$ cat src/rtl/dmem_host_port_pkg.sv
// Shared definitions for the dmem host port: FSM state encoding and default widths.
// Pure definitions; no latency or backpressure of its own.
package dmem_host_port_pkg;

  localparam int HOST_AW = 8;
  localparam int HOST_DW = 8;

  typedef enum logic [2:0] {
    IDLE  = 3'd0,
    LOAD  = 3'd1,
    RUN   = 3'd2,
    DRAIN = 3'd3,
    DUMP  = 3'd4
  } host_state_t;

endpackage

$ cat src/rtl/host_addr_ctr.sv
// Address/length walker shared by LOAD and DUMP: load base+len, step = addr++ (wrapping) and len--.
// Registered, 1-cycle update; no backpressure, the caller gates step.
module host_addr_ctr
  import dmem_host_port_pkg::*;
#(
  parameter int AW = HOST_AW
) (
  input  logic          clk,
  input  logic          reset,
  input  logic          load,
  input  logic          step,
  input  logic [AW-1:0] base,
  input  logic [AW:0]   len,
  output logic [AW-1:0] addr,
  output logic          last,
  output logic          zero
);

  logic [AW:0] cnt;

  always_ff @(posedge clk or negedge reset) begin
    if (!reset) begin
      addr <= '0;
      cnt  <= '0;
    end else if (load) begin
      addr <= base;
      cnt  <= len;
    end else if (step) begin
      addr <= addr + 1'b1;
      cnt  <= cnt - 1'b1;
    end
  end

  assign last = (cnt == (AW+1)'(1));
  assign zero = (cnt == '0);

endmodule

$ cat src/rtl/dmem_host_port.sv
// Host side of the core dmem/done interface: LOAD words into dmem, RUN the core, DUMP a window back.
// LOAD/DUMP 1 word/cycle, first out_valid 1 cycle into DUMP; in/out valid-ready backpressure. Option: CYCLE_COUNT_EN.
module dmem_host_port
  import dmem_host_port_pkg::*;
#(
  parameter int AW    = HOST_AW,
  parameter int DW    = HOST_DW,
  parameter int CNT_W = 16
) (
  input  logic             clk,
  input  logic             reset,
  input  logic             start,
  input  logic [AW-1:0]    load_base,
  input  logic [AW:0]      load_len,
  input  logic [AW-1:0]    dump_base,
  input  logic [AW:0]      dump_len,
  input  logic             in_valid,
  input  logic [DW-1:0]    in_data,
  output logic             in_ready,
  output logic             out_valid,
  output logic [DW-1:0]    out_data,
  input  logic             out_ready,
  output logic             core_reset,
  input  logic             core_done,
  output logic             mem_sel,
  output logic             mem_we,
  output logic [AW-1:0]    mem_addr,
  output logic [DW-1:0]    mem_wdata,
  input  logic [DW-1:0]    mem_rdata,
  output logic             busy,
  output logic [CNT_W-1:0] run_cycles
);

  host_state_t   state;
  logic [AW-1:0] dump_base_q;
  logic [AW:0]   dump_len_q;
  logic          first_run;
  logic          ctr_load, ctr_step, ctr_last, ctr_zero;
  logic [AW-1:0] ctr_addr, ctr_base;
  logic [AW:0]   ctr_len;
  logic          wr_fire, rd_fire, rd_fetch;

  assign wr_fire  = (state == LOAD) && in_valid;
  assign rd_fire  = out_valid && out_ready;
  // Refill the output register on entry and on every handshake while words remain.
  assign rd_fetch = (state == DUMP) && !ctr_zero && (!out_valid || out_ready);

  assign ctr_load = ((state == IDLE) && start) || (state == DRAIN);
  assign ctr_base = (state == DRAIN) ? dump_base_q : load_base;
  assign ctr_len  = (state == DRAIN) ? dump_len_q : load_len;
  assign ctr_step = wr_fire || rd_fetch;

  host_addr_ctr #(.AW(AW)) u_ctr (
    .clk   (clk),
    .reset (reset),
    .load  (ctr_load),
    .step  (ctr_step),
    .base  (ctr_base),
    .len   (ctr_len),
    .addr  (ctr_addr),
    .last  (ctr_last),
    .zero  (ctr_zero)
  );

  always_ff @(posedge clk or negedge reset) begin
    if (!reset) begin
      state       <= IDLE;
      dump_base_q <= '0;
      dump_len_q  <= '0;
      first_run   <= 1'b1;
      out_valid   <= 1'b0;
      out_data    <= '0;
    end else begin
      // High only during the first RUN cycle, masking core_done while the PC settles.
      first_run <= (state != RUN);
      case (state)
        IDLE: if (start) begin
          dump_base_q <= dump_base;
          dump_len_q  <= dump_len;
          state       <= (load_len == '0) ? RUN : LOAD;
        end
        LOAD: if (wr_fire && ctr_last) state <= RUN;
        RUN: if (core_done && !first_run) state <= DRAIN;
        DRAIN: state <= (dump_len_q == '0) ? IDLE : DUMP;
        DUMP: begin
          if (rd_fetch) begin
            out_data  <= mem_rdata;
            out_valid <= 1'b1;
          end else if (rd_fire) begin
            out_valid <= 1'b0;
            state     <= IDLE;
          end
        end
        default: state <= IDLE;
      endcase
    end
  end

  assign in_ready   = (state == LOAD);
  assign mem_we     = wr_fire;
  assign mem_addr   = ctr_addr;
  assign mem_wdata  = wr_fire ? in_data : '0;
  assign core_reset = (state != RUN);
  assign mem_sel    = (state != RUN);
  assign busy       = (state != IDLE);

`ifdef CYCLE_COUNT_EN
  logic [CNT_W-1:0] run_cnt;

  always_ff @(posedge clk or negedge reset) begin
    if (!reset) begin
      run_cnt <= '0;
    end else if ((state == IDLE) && start) begin
      run_cnt <= '0;
    end else if ((state == RUN) && (run_cnt != '1)) begin
      run_cnt <= run_cnt + 1'b1;
    end
  end

  assign run_cycles = run_cnt;
`else
  assign run_cycles = '0;
`endif

endmodule

$ cat config.mk
export PLATFORM = sky130hd
export DESIGN_NAME = dmem_host_port
export DESIGN_NICKNAME = d
export VERILOG_FILES = /design/src/rtl/dmem_host_port_pkg.sv /design/src/rtl/host_addr_ctr.sv /design/src/rtl/dmem_host_port.sv
export SDC_FILE = /design/constraint.sdc
export NUM_CORES = 1
export LEC_CHECK = 0
export BUFFER_PORTS_ARGS = -buffer_cell sky130_fd_sc_hd__buf_4
export CORE_UTILIZATION = 50
export DETAILED_ROUTE_END_ITERATION = 6
export PLACE_DENSITY_LB_ADDON = 0.12
export SETUP_SLACK_MARGIN = 0.3
export SLEW_MARGIN = 20
export SYNTH_ARGS = -nofsm -noshare
export SYNTH_HDL_FRONTEND = slang
export SYNTH_SLANG_ARGS = --single-unit
$ cat constraint.sdc
create_clock -name clk -period 2.7 [get_ports clk]
set_clock_uncertainty 0.1 [all_clocks]
set_input_delay 0.27 -clock clk [delete_from_list [all_inputs] [get_ports clk]]
set_output_delay 0.27 -clock clk [all_outputs]
set_load 0.02 [all_outputs]
Word level (Yosys, flattened, before mapping)
Cells that the tools add are included.

word-level totals
  word-level logic and storage cells = 62
  register bits = 47

cells by class
  eq/ne operators = 11
  multiplexer cells = 17
  add/subtract/negate cells = 2
  reduce and logical (&&, ||, !) cells = 24

operators by type and width
  operator                                          count
  2-to-1 mux 8 bit                                  4
  zero test 9 bit                                   3
  2-to-1 mux 9 bit                                  3
  2-to-1 mux 3 bit                                  6
  one-hot mux 3 bit (5 select lines)                1
  == test 9 x 1 -> 1 bit, second input constant     1
  subtractor 9 x 1 -> 9 bit, second input constant  1
  adder 8 x 1 -> 8 bit, second input constant       1
  != test 2 bit, second input constant              4
  logical AND 1 bit                                 7
  == test 3 x 2 -> 1 bit, second input constant     2
  AND reduction 2 bit                               3
  AND reduction 5 bit                               1
  nonzero test 2 bit                                2
  == test 3 x 1 -> 1 bit, second input constant     1
  == test 3 bit, second input constant              1
  zero test 1 bit                                   3
  zero test 3 bit                                   1
  logical OR 1 bit                                  3
  != test 3 x 2 -> 1 bit, second input constant     1
  nonzero test 3 bit                                1
  2-to-1 mux 1 bit                                  2
  2-to-1 mux 2 bit                                  1
  != test 2 x 1 -> 1 bit, second input constant     1

Depth between registers and ports, before layout
  word-level depth = 7
  depth in mapped cells = 7
  depth with buffers taken out = 6

Hierarchy
A second synthesis with hierarchy kept.

second synthesis, totals
  cell total of the unflattened synthesis = 241
  area, all modules = 2690.1 µm²

modules (own cells, without submodules)
  module          area each (µm²)  instances  cells an instance
  dmem_host_port  1744.2           1          139
  host_addr_ctr   945.9            1          102

Worst setup path before layout
OpenSTA, ideal clock, no wires.

  path kind = register -> register
  start point = reg state[1]
  end point = reg u_ctr.addr[1]
  stages on the path, launching flop included = 5
  setup slack = 739 ps
  arrival = 1736 ps
  data required time = 2475 ps
  cells stage by stage = dfrtp_1 or3b_1 a311oi_4 or2_4 mux2_2

between the ends
  longest elaborated chain between the ends = 5
  elaborated cells on any way between the ends = 13

RTL lines
  item                                 line                  text
  start, declared                      dmem_host_port.sv:34  host_state_t state;
  start signal, assigned               dmem_host_port.sv:80  state <= (load_len == '0) ? RUN : LOAD;
  start signal, assigned               dmem_host_port.sv:84  DRAIN: state <= (dump_len_q == '0) ? IDLE : DUMP;
  == test 3 bit                        dmem_host_port.sv:46  assign rd_fetch = (state == DUMP) && !ctr_zero && (!out_valid || out_ready);
  logical AND 1 bit (2 in series)      dmem_host_port.sv:46
  logical OR 1 bit                     dmem_host_port.sv:51  assign ctr_step = wr_fire || rd_fetch;
  nonzero test 2 bit (no source line)  n/a
  end signal, assigned                 host_addr_ctr.sv:26   addr <= base;
  end signal, assigned                 host_addr_ctr.sv:29   addr <= addr + 1'b1;
  end, declared                        host_addr_ctr.sv:14   output logic [AW-1:0] addr,

Parallel ways exist; a longest one is shown, timed or not.
A chain may end at the register's enable or synchronous reset.

Final worst setup path
  start point = reg state[0]
  end point = reg u_ctr.addr[1]

Same word-level chain as after synthesis.

==> out/qor.tcl <==
set qor(vdd_ir_drop_max_uv) 516
set qor(maximum_number_of_pins_on_one_net_before_global_route_repair) 48
set qor(layout.nets) 456
set qor(synthCells) 315
set qor(grt_pass1_wl_mm) 11.5
set qor(power.internal_mw) 2.23
set qor(htree_num_levels) 2
set qor(timing.critical_path.required_ps) 2790
set qor(detail_route.vias_per_cell) 5.62
set qor(final.min_clock_period_ps) 2240
set qor(post_synth.cell_area_avg_um2) 8.95
set qor(final_cell_mix) {buf_4 (93), nand2_1 (74), dfrtp_1 (46), conb_1 (16), nor2_1 (13)}
set qor(hold_violations) 0
set qor(ys_warnings) 0
set qor(maximum_net_fanout_on_the_critical_path) 14
set qor(max_slew.worst_pin.slew_ps) 581
set qor(routed-via-count) 2624
set qor(yosys.cell_types.count) 55
set qor(area_grow_syn2layout_pct) 25.9
set qor(numClockSinks) 47
set qor(initial_utilization_pct) 53.5
set qor(power.net_switching_mw) 1.79
set qor(floorplan.die.height_um) 77.1
set qor(grt_antenna_before_repair) 0
set qor(max_cap_violations) 0
set qor(outcome) {finished, final reports clean}
set qor(mostFrequentLayoutCell) {buf_4}
set qor(cts_buffers) 5
set qor(detail_route.iter0.violations) 185
set qor(p_leak_nw) 1.69
set qor(row_count) 26
set qor(final-max-slew-violation-count) 0
set qor(detail_route.first_pass.iterations) 4
set qor(clock_tree_from_tritoncts) {yes}
set qor(p_sw_share_pct) 44.6
set qor(core_area_um2) 5270
set qor(clock_tree_root) {clkbuf_8}
set qor(timing.critical_path.slowest_cell_delay_ps) 530
set qor(min-delay-path-class) {in -> reg}
set qor(worstSetupStartpointType) {flop}
set qor(share_clk_of_total_power_pct) 11.0
set qor(power_frac_seq_pct) 35.7
set qor(detail_route.drc_violations) 0
set qor(final.fill_count) 463
set qor(timing.final.setup_violations) 0
set qor(multi_input_area_um2) 1460
set qor(post_cts.repair.setup_buffers) 0
set qor(final_layout_size_suffix_gt1_share_pct) 30.0
set qor(cts.clk_slew.worst_paths_ps) 90
set qor(ctsResizeCount) 0
set qor(crit_path_top_delay_cell) {dfrtp_1}
set qor(synth_enable_flop_cells) 0
set qor(finalCritPeriodShare_pct) 82.9
set qor(unrepaired_setup_endpoints_after_global_routing) {no}
set qor(gr-usage-all-layers_pct) 24.6
set qor(clock_insertion_delay_worst_skew_ps) 300
set qor(routed_wire_length_per_instance_um) 15.2
set qor(postRouteAntennaNets) 0
set qor(worstPathCellList) {or3b_2 > a21oi_2 > or2_4 > mux2_2}
set qor(postRouteWirelength_mm) 7.08
set qor(path_class) {reg -> reg}
set qor(dominantRegCellSynth) {dfrtp_1}
set qor(dpl.hpwl_mm) 5.15
set qor(crit_arrival_ps) 2330
set qor(yosys_register_bits) 47
set qor(cp-end-kind) {flop}
set qor(powerDensity_nw_per_um2) 1130
set qor(port-buffer-count) 85
set qor(number_of_global_route_vias_before_repair) 2382
set qor(crit_buf_inv) 0
set qor(die_w_um) 77.1
set qor(clock_tree.buffer_depth) 2
set qor(overflow) 0
set qor(final_util_pct) 67.3
set qor(totalNegativeSetupSlack_ps) 0
set qor(seq_area_frac_synth_pct) 41.8
set qor(gpl.final_weighted_congestion) 0.896
set qor(fp.dieArea_um2) 5940
set qor(combPwrFrac_pct) 53.3
set qor(async_set_or_reset_register_ratio_after_synthesis_pct) 100
set qor(worst_slew_margin_rel_pct) 61.1
set qor(synth.cell_area_um2) 2820
set qor(maxClockFrequency_mhz) 447
set qor(cp_top_family) {simple AND/OR/NAND/NOR gates}
set qor(io_pins) 102
set qor(seq_area_um2) 1180
set qor(n_antenna_cell) 0
set qor(post_cts_hold_buffer_count) 1
-- metrics by stage --
step                      power [mW]  area (um2)  hold WS (ps)  setup slack, ps  instances
after global routing            4.31        3550          48.5              392        467
after CTS                       4.01        3550          46.5              489        467
final                           4.02        3550          49.5              461        467
after global placement          3.53        3440           212              545        458
after detailed placement        3.56        3440           204              497        458
after floorplan                 2.88        2870          -126              739        330
-- synthesized netlist by cell type, drive strengths merged, types with 2 or more instances --
master    n  area share (%)
a32o      3             1.1
a31oi     8             1.8
inv       5            0.67
nor4      5             1.6
and3      3            0.67
ha        4             1.8
o211ai    5             1.3
or3b      2            0.62
nand2b    5             1.1
a21oi     6             1.2
or3       3            0.67
nor4b     3             1.2
or4       2            0.53
nand3     6             1.1
nor3     12             2.3
nor2     13             1.7
a22o      5             1.6
o31ai     3            0.80
a311oi    3             1.6
o22ai    11             2.4
buf      26             6.8
xnor2     2            0.62
o21ai     8             1.4
dfrtp    46              41
nand2    74             9.9
nand3b    3            0.80
and2      8             1.8
o2bb2ai   3            0.93
or4b      2            0.71
a21o      4             1.1
clkbuf    9             1.2
mux2      9             3.6
-- cell type report --
cell class	count	share of cell area, %
clock inverter	1	0.247
multi-input combinational	243	41.2
inverter	5	0.529
sequential	47	33.2
tap	70	2.47
clock buffer	7	2.43
timing repair buffer	94	20.0
-- kinds of logic after synthesis --
group | after synthesis | share of synthesized area (%)
AO/OA/AOI/OAI | 67 | 17.7
other | 1 | 0.133
buffers and inverters | 40 | 8.66
AND/OR/NAND/NOR | 145 | 25.8
adder cells (fa/ha/maj) | 4 | 1.78
flip-flops | 47 | 41.8
multiplexers | 9 | 3.60
XOR/XNOR | 2 | 0.622
-- layer usage --
metal	share of wire, %	global-route usage, %
met5	0	0
met4	1.9	7.92
met3	9.1	5.12
met2	47	38.9
met1	42	33.6
-- state kept, by name, indices dropped and copies added, names as in the netlist --
register     count
dump_base_q      8
out_valid        1
u_ctr.cnt        9
dump_len_q       9
u_ctr.addr       8
state            3
first_run        1
out_data         8
-- power groups by stage --
stage          sequential, mW  clock, mW  combinational [mW]
2_1_floorplan            1.48          0                1.40
3_3_place_gp             1.42          0                2.10
3_5_place_dp             1.43          0                2.13
4_1_cts                  1.42      0.451                2.14
5_1_grt                  1.48      0.479                2.35
6_report                 1.44      0.440                2.14
-- final timing paths --
check,from,end,slack (ps),depth (start not counted)
setup / recovery,state[0]$_DFFE_PN0P_,u_ctr.addr[1]$_DFFE_PN0P_,460,4
hold / removal,dump_base[6],dump_base_q[6]$_DFFE_PN0P_,50,3
setup reg to reg,state[0]$_DFFE_PN0P_,u_ctr.addr[1]$_DFFE_PN0P_,460,4
hold reg to reg,dump_base_q[5]$_DFFE_PN0P_,dump_base_q[5]$_DFFE_PN0P_,380,2
max in group asynchronous,reset,state[0]$_DFFE_PN0P_,1670,2
min in group asynchronous,reset,u_ctr.addr[1]$_DFFE_PN0P_,420,2
-- worst min-delay path, delay by kind of cell --
kind	cells	cell delay, ps
buf+inv	1	70
simple gates	2	80
No activity file was read; power rests on OpenSTA's default activity.
